<file path="src/rtl/fetch_pkg.sv">
// fetch_pkg: shared widths, prefetch entry type and a constant log2 helper
package fetch_pkg;
    localparam int XLEN = 32;
    localparam logic [XLEN-1:0] NOP = '0;

    typedef struct packed {
        logic [XLEN-1:0] pc;
        logic [XLEN-1:0] instr;
    } fetch_entry_t;

    function automatic int clog2(input int v);
        int r;
        r = 0;
        while ((1 << r) < v) r++;
        return r;
    endfunction
endpackage

</file>
<file path="src/rtl/fetch_stage_buffered_if.sv">
// fetch_stage_buffered_if: instruction-memory port plus the IF/ID outputs of the fetch stage
interface fetch_stage_buffered_if;
    import fetch_pkg::*;
    logic            imem_req;
    logic [XLEN-1:0] imem_addr;
    logic            imem_gnt;
    logic            imem_rvalid;
    logic [XLEN-1:0] imem_rdata;
    logic            id_valid;
    logic [XLEN-1:0] id_pc;
    logic [XLEN-1:0] id_next_pc;
    logic [XLEN-1:0] id_instr;

    modport master (
        output imem_req, imem_addr, id_valid, id_pc, id_next_pc, id_instr,
        input  imem_gnt, imem_rvalid, imem_rdata
    );
    modport slave (
        input  imem_req, imem_addr, id_valid, id_pc, id_next_pc, id_instr,
        output imem_gnt, imem_rvalid, imem_rdata
    );
endinterface

</file>
<file path="src/rtl/fetch_fifo.sv">
// fetch_fifo: synchronous prefetch FIFO with clear; pointers carry one extra wrap bit for full/empty
module fetch_fifo
    import fetch_pkg::*;
#(
    parameter int WIDTH = 64,
    parameter int DEPTH = 4,
    localparam int AW = clog2(DEPTH)
) (
    input  logic             clk,
    input  logic             rst_n,
    input  logic             push_i,
    input  logic             pop_i,
    input  logic             clear_i,
    input  logic [WIDTH-1:0] wdata_i,
    output logic [WIDTH-1:0] rdata_o,
    output logic [AW:0]      count_o,
    output logic             full_o,
    output logic             empty_o
);
    logic [AW:0]      wr_q, rd_q;
    logic [WIDTH-1:0] mem_q [DEPTH];
    logic             do_push, do_pop;

    assign count_o = wr_q - rd_q;
    assign empty_o = wr_q == rd_q;
    assign full_o  = count_o == (AW+1)'(DEPTH);
    assign do_pop  = pop_i && !empty_o;
    assign do_push = push_i && (!full_o || do_pop);
    assign rdata_o = mem_q[rd_q[AW-1:0]];

    // pointer update; clear discards everything, including a same-cycle push
    always_ff @(posedge clk or negedge rst_n) begin
        if (!rst_n) begin
            wr_q <= '0;
            rd_q <= '0;
        end else if (clear_i) begin
            wr_q <= '0;
            rd_q <= '0;
        end else begin
            wr_q <= wr_q + (AW+1)'(do_push);
            rd_q <= rd_q + (AW+1)'(do_pop);
        end
    end

    // storage write; contents need no reset since empty/full gate every read
    always_ff @(posedge clk) begin
        if (do_push && !clear_i) mem_q[wr_q[AW-1:0]] <= wdata_i;
    end
endmodule

</file>
<file path="src/rtl/fetch_stage_buffered.sv">
// fetch_stage_buffered: PC, imem request issue, prefetch buffering and the IF/ID register
module fetch_stage_buffered
    import fetch_pkg::*;
#(
    parameter int              FIFO_DEPTH      = 4,
    parameter int              MAX_OUTSTANDING = 2,
    parameter int              INSTR_BYTES     = 4,
    parameter logic [XLEN-1:0] RESET_PC        = '0
) (
    input  logic            clk,
    input  logic            rst,
    input  logic            pc_write,
    input  logic            pc_src,
    input  logic [XLEN-1:0] branch_addr,
    input  logic            flush,
    input  logic            freeze,
    fetch_stage_buffered_if.master bus
);
    localparam int AW = clog2(FIFO_DEPTH);
    localparam int OW = clog2(MAX_OUTSTANDING + 1);
    localparam int QW = MAX_OUTSTANDING > 1 ? clog2(MAX_OUTSTANDING) : 1;

    logic [XLEN-1:0] pc_q, pc_d;
    logic [OW-1:0]   out_q, out_d, stale_q, stale_d;
    logic [XLEN-1:0] aq_q [MAX_OUTSTANDING];
    logic [QW-1:0]   qwr_q, qrd_q;
    logic            id_valid_q;
    logic [XLEN-1:0] id_pc_q, id_next_pc_q, id_instr_q;
    logic            accept, resp, push, load;
    logic [AW:0]     fifo_count;
    logic            fifo_full, fifo_empty;
    fetch_entry_t    head;

    function automatic logic [QW-1:0] nxt(input logic [QW-1:0] p);
        return (p == QW'(MAX_OUTSTANDING - 1)) ? '0 : p + 1'b1;
    endfunction

    // Reserving FIFO room for every in-flight request keeps the FIFO from ever overflowing.
    assign bus.imem_req  = pc_write && !pc_src && !fifo_full && (out_q < OW'(MAX_OUTSTANDING))
                           && (int'(fifo_count) + int'(out_q) < FIFO_DEPTH);
    assign bus.imem_addr = pc_q;
    assign accept        = bus.imem_req && bus.imem_gnt;
    assign resp          = bus.imem_rvalid && (out_q != '0);
    assign push          = resp && !pc_src && (stale_q == '0);
    assign load          = !flush && !freeze;

    assign bus.id_valid   = id_valid_q;
    assign bus.id_pc      = id_pc_q;
    assign bus.id_next_pc = id_next_pc_q;
    assign bus.id_instr   = id_instr_q;

    // next PC and counters; a redirect marks everything still in flight as stale
    always_comb begin
        pc_d    = pc_src ? branch_addr : accept ? pc_q + XLEN'(INSTR_BYTES) : pc_q;
        out_d   = out_q + OW'(accept) - OW'(resp);
        stale_d = pc_src ? out_d : (resp && stale_q != '0) ? stale_q - 1'b1 : stale_q;
    end

    // PC, in-flight bookkeeping and request-address queue pointers
    always_ff @(posedge clk or negedge rst) begin
        if (!rst) begin
            pc_q    <= RESET_PC;
            out_q   <= '0;
            stale_q <= '0;
            qwr_q   <= '0;
            qrd_q   <= '0;
        end else begin
            pc_q    <= pc_d;
            out_q   <= out_d;
            stale_q <= stale_d;
            if (accept) qwr_q <= nxt(qwr_q);
            if (resp) qrd_q <= nxt(qrd_q);
        end
    end

    // remember each accepted address so its response can be tagged in order
    always_ff @(posedge clk) begin
        if (accept) aq_q[qwr_q] <= pc_q;
    end

    fetch_fifo #(
        .WIDTH ($bits(fetch_entry_t)),
        .DEPTH (FIFO_DEPTH)
    ) u_fifo (
        .clk     (clk),
        .rst_n   (rst),
        .push_i  (push),
        .pop_i   (load),
        .clear_i (pc_src),
        .wdata_i ({aq_q[qrd_q], bus.imem_rdata}),
        .rdata_o (head),
        .count_o (fifo_count),
        .full_o  (fifo_full),
        .empty_o (fifo_empty)
    );

    // IF/ID register: flush beats freeze beats load; an empty FIFO loads a bubble
    always_ff @(posedge clk or negedge rst) begin
        if (!rst) begin
            id_valid_q   <= 1'b0;
            id_pc_q      <= '0;
            id_next_pc_q <= '0;
            id_instr_q   <= NOP;
        end else if (flush) begin
            id_valid_q <= 1'b0;
            id_instr_q <= NOP;
        end else if (!freeze) begin
            id_valid_q <= !fifo_empty;
            id_instr_q <= fifo_empty ? NOP : head.instr;
            if (!fifo_empty) begin
                id_pc_q      <= head.pc;
                id_next_pc_q <= head.pc + XLEN'(INSTR_BYTES);
            end
        end
    end
endmodule
</file>
<file path="src/flat_wrapper.sv">
// flat-port wrapper written by rule: the top's interface ports become plain ports
module fetch_stage_buffered_flat import fetch_pkg::*;
#(
    parameter int              FIFO_DEPTH      = 4,
    parameter int              MAX_OUTSTANDING = 2,
    parameter int              INSTR_BYTES     = 4,
    parameter logic [XLEN-1:0] RESET_PC        = '0
)
  (clk, rst, pc_write, pc_src, branch_addr, flush, freeze, bus_imem_req, bus_imem_addr, bus_id_valid, bus_id_pc, bus_id_next_pc, bus_id_instr, bus_imem_gnt, bus_imem_rvalid, bus_imem_rdata);
  fetch_stage_buffered_if bus_i ();
  input  logic clk;
  input  logic rst;
  input  logic pc_write;
  input  logic pc_src;
  input  logic [XLEN-1:0] branch_addr;
  input  logic flush;
  input  logic freeze;
  output wire logic [$bits(bus_i.imem_req)-1:0] bus_imem_req;
  output wire logic [$bits(bus_i.imem_addr)-1:0] bus_imem_addr;
  output wire logic [$bits(bus_i.id_valid)-1:0] bus_id_valid;
  output wire logic [$bits(bus_i.id_pc)-1:0] bus_id_pc;
  output wire logic [$bits(bus_i.id_next_pc)-1:0] bus_id_next_pc;
  output wire logic [$bits(bus_i.id_instr)-1:0] bus_id_instr;
  input wire logic [$bits(bus_i.imem_gnt)-1:0] bus_imem_gnt;
  input wire logic [$bits(bus_i.imem_rvalid)-1:0] bus_imem_rvalid;
  input wire logic [$bits(bus_i.imem_rdata)-1:0] bus_imem_rdata;
  assign bus_imem_req = bus_i.imem_req;
  assign bus_imem_addr = bus_i.imem_addr;
  assign bus_id_valid = bus_i.id_valid;
  assign bus_id_pc = bus_i.id_pc;
  assign bus_id_next_pc = bus_i.id_next_pc;
  assign bus_id_instr = bus_i.id_instr;
  assign bus_i.imem_gnt = bus_imem_gnt;
  assign bus_i.imem_rvalid = bus_imem_rvalid;
  assign bus_i.imem_rdata = bus_imem_rdata;
  fetch_stage_buffered #(.FIFO_DEPTH(FIFO_DEPTH), .MAX_OUTSTANDING(MAX_OUTSTANDING), .INSTR_BYTES(INSTR_BYTES), .RESET_PC(RESET_PC)) u_core (.clk(clk), .rst(rst), .pc_write(pc_write), .pc_src(pc_src), .branch_addr(branch_addr), .flush(flush), .freeze(freeze), .bus(bus_i));
endmodule
</file>
<file path="config.mk">
export PLATFORM = sky130hd
export DESIGN_NAME = fetch_stage_buffered_flat
export DESIGN_NICKNAME = d
export VERILOG_FILES = /design/src/rtl/fetch_pkg.sv /design/src/rtl/fetch_stage_buffered_if.sv /design/src/rtl/fetch_fifo.sv /design/src/rtl/fetch_stage_buffered.sv /design/src/flat_wrapper.sv
export SDC_FILE = /design/constraint.sdc
export NUM_CORES = 1
export LEC_CHECK = 0
export CORE_ASPECT_RATIO = 0.7
export CORE_UTILIZATION = 48
export DETAILED_ROUTE_END_ITERATION = 16
export PLACE_DENSITY_LB_ADDON = 0.08
export SYNTH_ARGS = -nofsm -noshare
export SYNTH_HDL_FRONTEND = slang
export SYNTH_SLANG_ARGS = --single-unit
</file>
<file path="constraint.sdc">
create_clock -name clk -period 8.8 [get_ports clk]
set_input_delay 1.76 -clock clk [delete_from_list [all_inputs] [get_ports clk]]
set_output_delay 1.76 -clock clk [all_outputs]
set_load 0.02 [all_outputs]
</file>
==> implementation parameters <==
Parameter                              Value

Drt
  Number of nets with antenna violations after detailed routing    0
  DRT iter0 DRCs    a little under 900
  DRC Markers    0
  Via-per-instance ratio    roughly 5.6
  DRT Wirelength    39.0 mm
  Wirelength per Cell    ~21 µm
  Vias    between 10,000 and 15,000
  Initial DRT Pass Iterations    5

Cells and area
  Number of filler cells placed in the layout    2,858
  Area grow syn2layout    22.1%
  Layout Cells excl Fill    1,842
  Layout net count    around 1,400
  Antenna fix cells    0
  Fraction of layout instances using a drive strength above 1    0.147
  End-of-flow core utilization    0.597

Timing
  Post-route fraction of the period consumed by the critical path    0.610
  Highest clock rate    0.186 GHz
  Setup violators final    0
  RSZ-0062 raised after global routing    no
  Worst relative slew slack    0.238
  Max Slew Vio Count    0
  Minimum clock period    approximately 5.4 ns
  Worst Clk Skew    0.0185 ns
  Pin slew with the least headroom to its limit    ~1.1 ns
  Setup TNS    0 ns
  Final hold violations    0

Setup path
  Highest fanout seen on the critical path    24
  CP Capture Point    bus_imem_req
  Worst reg2reg endpoint    u_core.aq_q[1][0]$_DFFE_PP_
  Type of origin of the critical path    register
  Classification of the worst setup path    reg -> out
  Number of cells on the worst reg-to-reg path    8
  Critical path capture point type    output pin
  CP Data Required Time    between 7 and 8 ns
  Launching element of the worst setup path    u_core.u_fifo.rd_q[1]$_DFF_PN0_
  Data arrival time at the worst-slack endpoint    roughly 3.6 ns
  Setup slack on the worst flop-to-flop path    around 4.4 ns
  Reg2reg start    u_core.u_fifo.rd_q[1]$_DFF_PN0_

Place
  Number of buffers added on ports    201
  Post-detail-place hpwl    24.0 mm
  Routability-driven placement congestion ratio    0.790
  Number of cells after detailed placement    about 1,800

Flow run
  Maximum capacitance violations    0

Clocking
  CTS tree    yes
  Postcts setup bufs    0
  Clock buffers created by TritonCTS    45
  Latest clock arrival within the worst-skew pair    ~0.56 ns
  Cts hold-fix bufs    0
  Clock-pin slew of the registers on the worst-case setup and hold paths    about 0.060 ns
  Clock Tree Buf Depth    3
  # clock sinks    between 400 and 500
  Number of resized instances in the post-cts repair step    0
  H-tree levels    2
  CTS Root Buffer Type    clkbuf_16

Yosys
  Post-Synthesis Mean Instance Area    ~16 µm²
  Synth cell types    57
  Flip-flop and latch count after synthesis    459
  Post-synthesis sequential area ratio    0.720
  Yosys synthesis warning count    0
  Synth Instances    1,114
  Total nets after synthesis    ~1,200
  Yosys top cell by area    edfxtp_1
  Async set-or-reset flop fraction in the synthesized netlist    0.303
  Fraction of synthesized cell area taken by the top area cell type    0.528
  Top FF cell, synth    edfxtp_1
  Biggest area contributors in the synthesized netlist    edfxtp_1 53%, dfrtp_1 19%, mux4_2 6.9%
  Number of enable-type register cells in the synthesized netlist    320
  Syn Std Cell Area    between 15,000 and 20,000 µm²

Floorplanning
  Initial standard-cell utilization of the core    0.489
  Die footprint    38,700 µm²
  Number of primary I/O pins    between 200 and 250
  Horiz. Die Dim    between 200 and 250 µm
  Die extent in y    about 160 µm
  Rows    about 60
  Core region area    roughly 37,000 µm²

Pwr
  Leakage    around 8 nW
  Flop pwr share    0.466
  Power per cell area    between 200 and 300 nW/µm²
  Power share of the combinational group    0.193
  Clock Power Share    0.341
  NetSw    approximately 0.0016 W
  Internal portion of total power    0.00439 W
  Net Sw Frac    0.265
  Post-route total power    between 0.005 and 0.006 W
  Maximum vdd ir drop    ~0.12 mV

Run status
  Result of the run    finished clean

GRT
  Maximum number of pins on one net before global-route repair    a little under 90
  Antenna violations before repair    0
  Via count of the first global-routing pass    roughly 10,000
  Overall Global Routing Usage    0.204
  Total congestion overflow    0
  Global-route wire length before repair    around 60 mm

Hold path
  Type of the worst min-delay path    reg -> reg
-- stage by stage --
step | worst slack [ns] | area, µm² | hold WS [ns]
finish | 3.43 | 22200 | 0.473
CTS | 3.36 | 22200 | 0.479
global route | 3.23 | 22200 | 0.507
floorplan | 1.41 | 18200 | 0.460
detailed placement | 3.48 | 20600 | 0.465
global placement | 3.48 | 20600 | 0.460
-- power by group through the flow --
stage	Sequential, W	Combinational (W)	Clock, W
after floorplan	0.00297	0.000464	0
after global placement	0.00283	0.00115	0
after detailed placement	0.00284	0.00116	0
after CTS	0.00279	0.00117	0.00208
after global routing	0.00282	0.00125	0.00217
final	0.00279	0.00116	0.00204
-- cell usage in the layout, fill, tap and decap left out, types with 8 or more instances in the layout --
cell	instances
xor2_1	13
o21ai_0	40
mux2_2	35
or4_1	12
a31oi_1	16
dfrtp_1	137
and4_1	11
nor2b_1	9
buf_4	18
clkdlybuf4s50_1	199
nand4_1	20
edfxtp_1	320
nand2_1	151
nor3_1	10
clkbuf_1	12
mux4_2	56
nand3_1	24
nor2_1	29
inv_1	16
xnor2_1	17
a22o_1	32
clkbuf_16	48
ha_1	12
mux4_1	8
-- cells by family (layout without fill, tap and decap cells) --
kind of cell	after synthesis	count (layout)	synth area share
XOR/XNOR	31	31	0.0157
multiplexers	99	99	0.103
flip-flops	459	459	0.720
AND/OR/NAND/NOR	305	305	0.0822
AO/OA/AOI/OAI	126	126	0.0480
buffers and inverters	81	321	0.0226
adder cells (fa/ha/maj)	13	13	0.00936
-- final cells by class --
type	instances	area, µm²	share of cell area
clock buffers	71	1370	0.0618
clock inverters	13	219	0.00986
inverters	18	70.1	0.00315
multi-input cells	574	4710	0.212
flip-flops and latches	459	13100	0.589
well taps	488	611	0.0275
repair buffers	219	2140	0.0965
-- worst max-delay path, cell delays in order, from the launching register on --
cell,delay [ns]
dfrtp_2,0.80
inv_1,0.19
fa_1,0.55
ha_1,0.21
or4b_1,0.49
nor3_1,0.17
clkdlybuf4s50_1,0.63
-- Yosys cell counts, types with 2 or more instances --
cell type,count
a21oi_1,5
a221o_1,6
a22o_1,32
a31oi_1,16
a41oi_1,2
and2_1,5
and3_1,8
and4_1,11
buf_1,2
buf_12,2
buf_2,7
buf_4,13
buf_6,2
clkbuf_1,36
dfrtp_1,139
edfxtp_1,320
ha_1,12
inv_1,16
mux2_2,35
mux4_1,8
mux4_2,56
nand2_1,151
nand2_2,2
nand3_1,24
nand4_1,20
nand4_2,2
nor2_1,30
nor2b_1,10
nor3_1,12
nor4_1,2
o211ai_1,6
o21ai_0,40
o21ai_1,3
o311ai_0,4
o31ai_1,7
or3_1,5
or4_1,12
or4b_1,4
xnor2_1,17
xor2_1,13
-- per-layer routing --
| layer | GRT usage | wire length [µm] | vias to the layer above | share of wire |
|---|---|---|---|---|
| li1 | - | - | 4704 | - |
| met1 | 0.321 | 19700 | 5210 | 0.50 |
| met2 | 0.294 | 16900 | 260 | 0.43 |
| met3 | 0.0338 | 1760 | 57 | 0.045 |
| met4 | 0.0556 | 711 | 0 | 0.018 |
| met5 | 0 | 0 | - | 0 |
-- worst min path at each step --
| stage | from | endpoint | cells after the start | slack (ns) |
|---|---|---|---|---|
| finish | u_core.bus.id_pc[9]$_DFFE_PN0P_ | u_core.bus.id_pc[9]$_DFFE_PN0P_ | 2 | 0.47 |
| global route | u_core.bus.id_valid$_DFFE_PN0P_ | u_core.bus.id_valid$_DFFE_PN0P_ | 2 | 0.51 |
| CTS | u_core.bus.id_pc[24]$_DFFE_PN0P_ | u_core.bus.id_pc[24]$_DFFE_PN0P_ | 2 | 0.48 |
| detailed placement | u_core.bus.id_pc[24]$_DFFE_PN0P_ | u_core.bus.id_pc[24]$_DFFE_PN0P_ | 2 | 0.46 |
| global placement | u_core.bus.id_pc[24]$_DFFE_PN0P_ | u_core.bus.id_pc[24]$_DFFE_PN0P_ | 2 | 0.46 |
| floorplan | u_core.qwr_q$_DFFE_PN0P_ | u_core.qwr_q$_DFFE_PN0P_ | 1 | 0.46 |
-- state kept, by name (all words and copies together), names as in the netlist --
name                   flops
u_core.qwr_q               1
u_core.u_fifo.wr_q         3
u_core.bus.id_valid        1
u_core.u_fifo.mem_q      256
u_core.bus.id_instr       32
u_core.out_q               2
u_core.stale_q             2
u_core.qrd_q               1
u_core.bus.imem_addr      32
u_core.u_fifo.rd_q         3
u_core.aq_q               64
u_core.bus.id_pc          30
u_core.bus.id_next_pc     32
(Power assumes the default switching activity.)
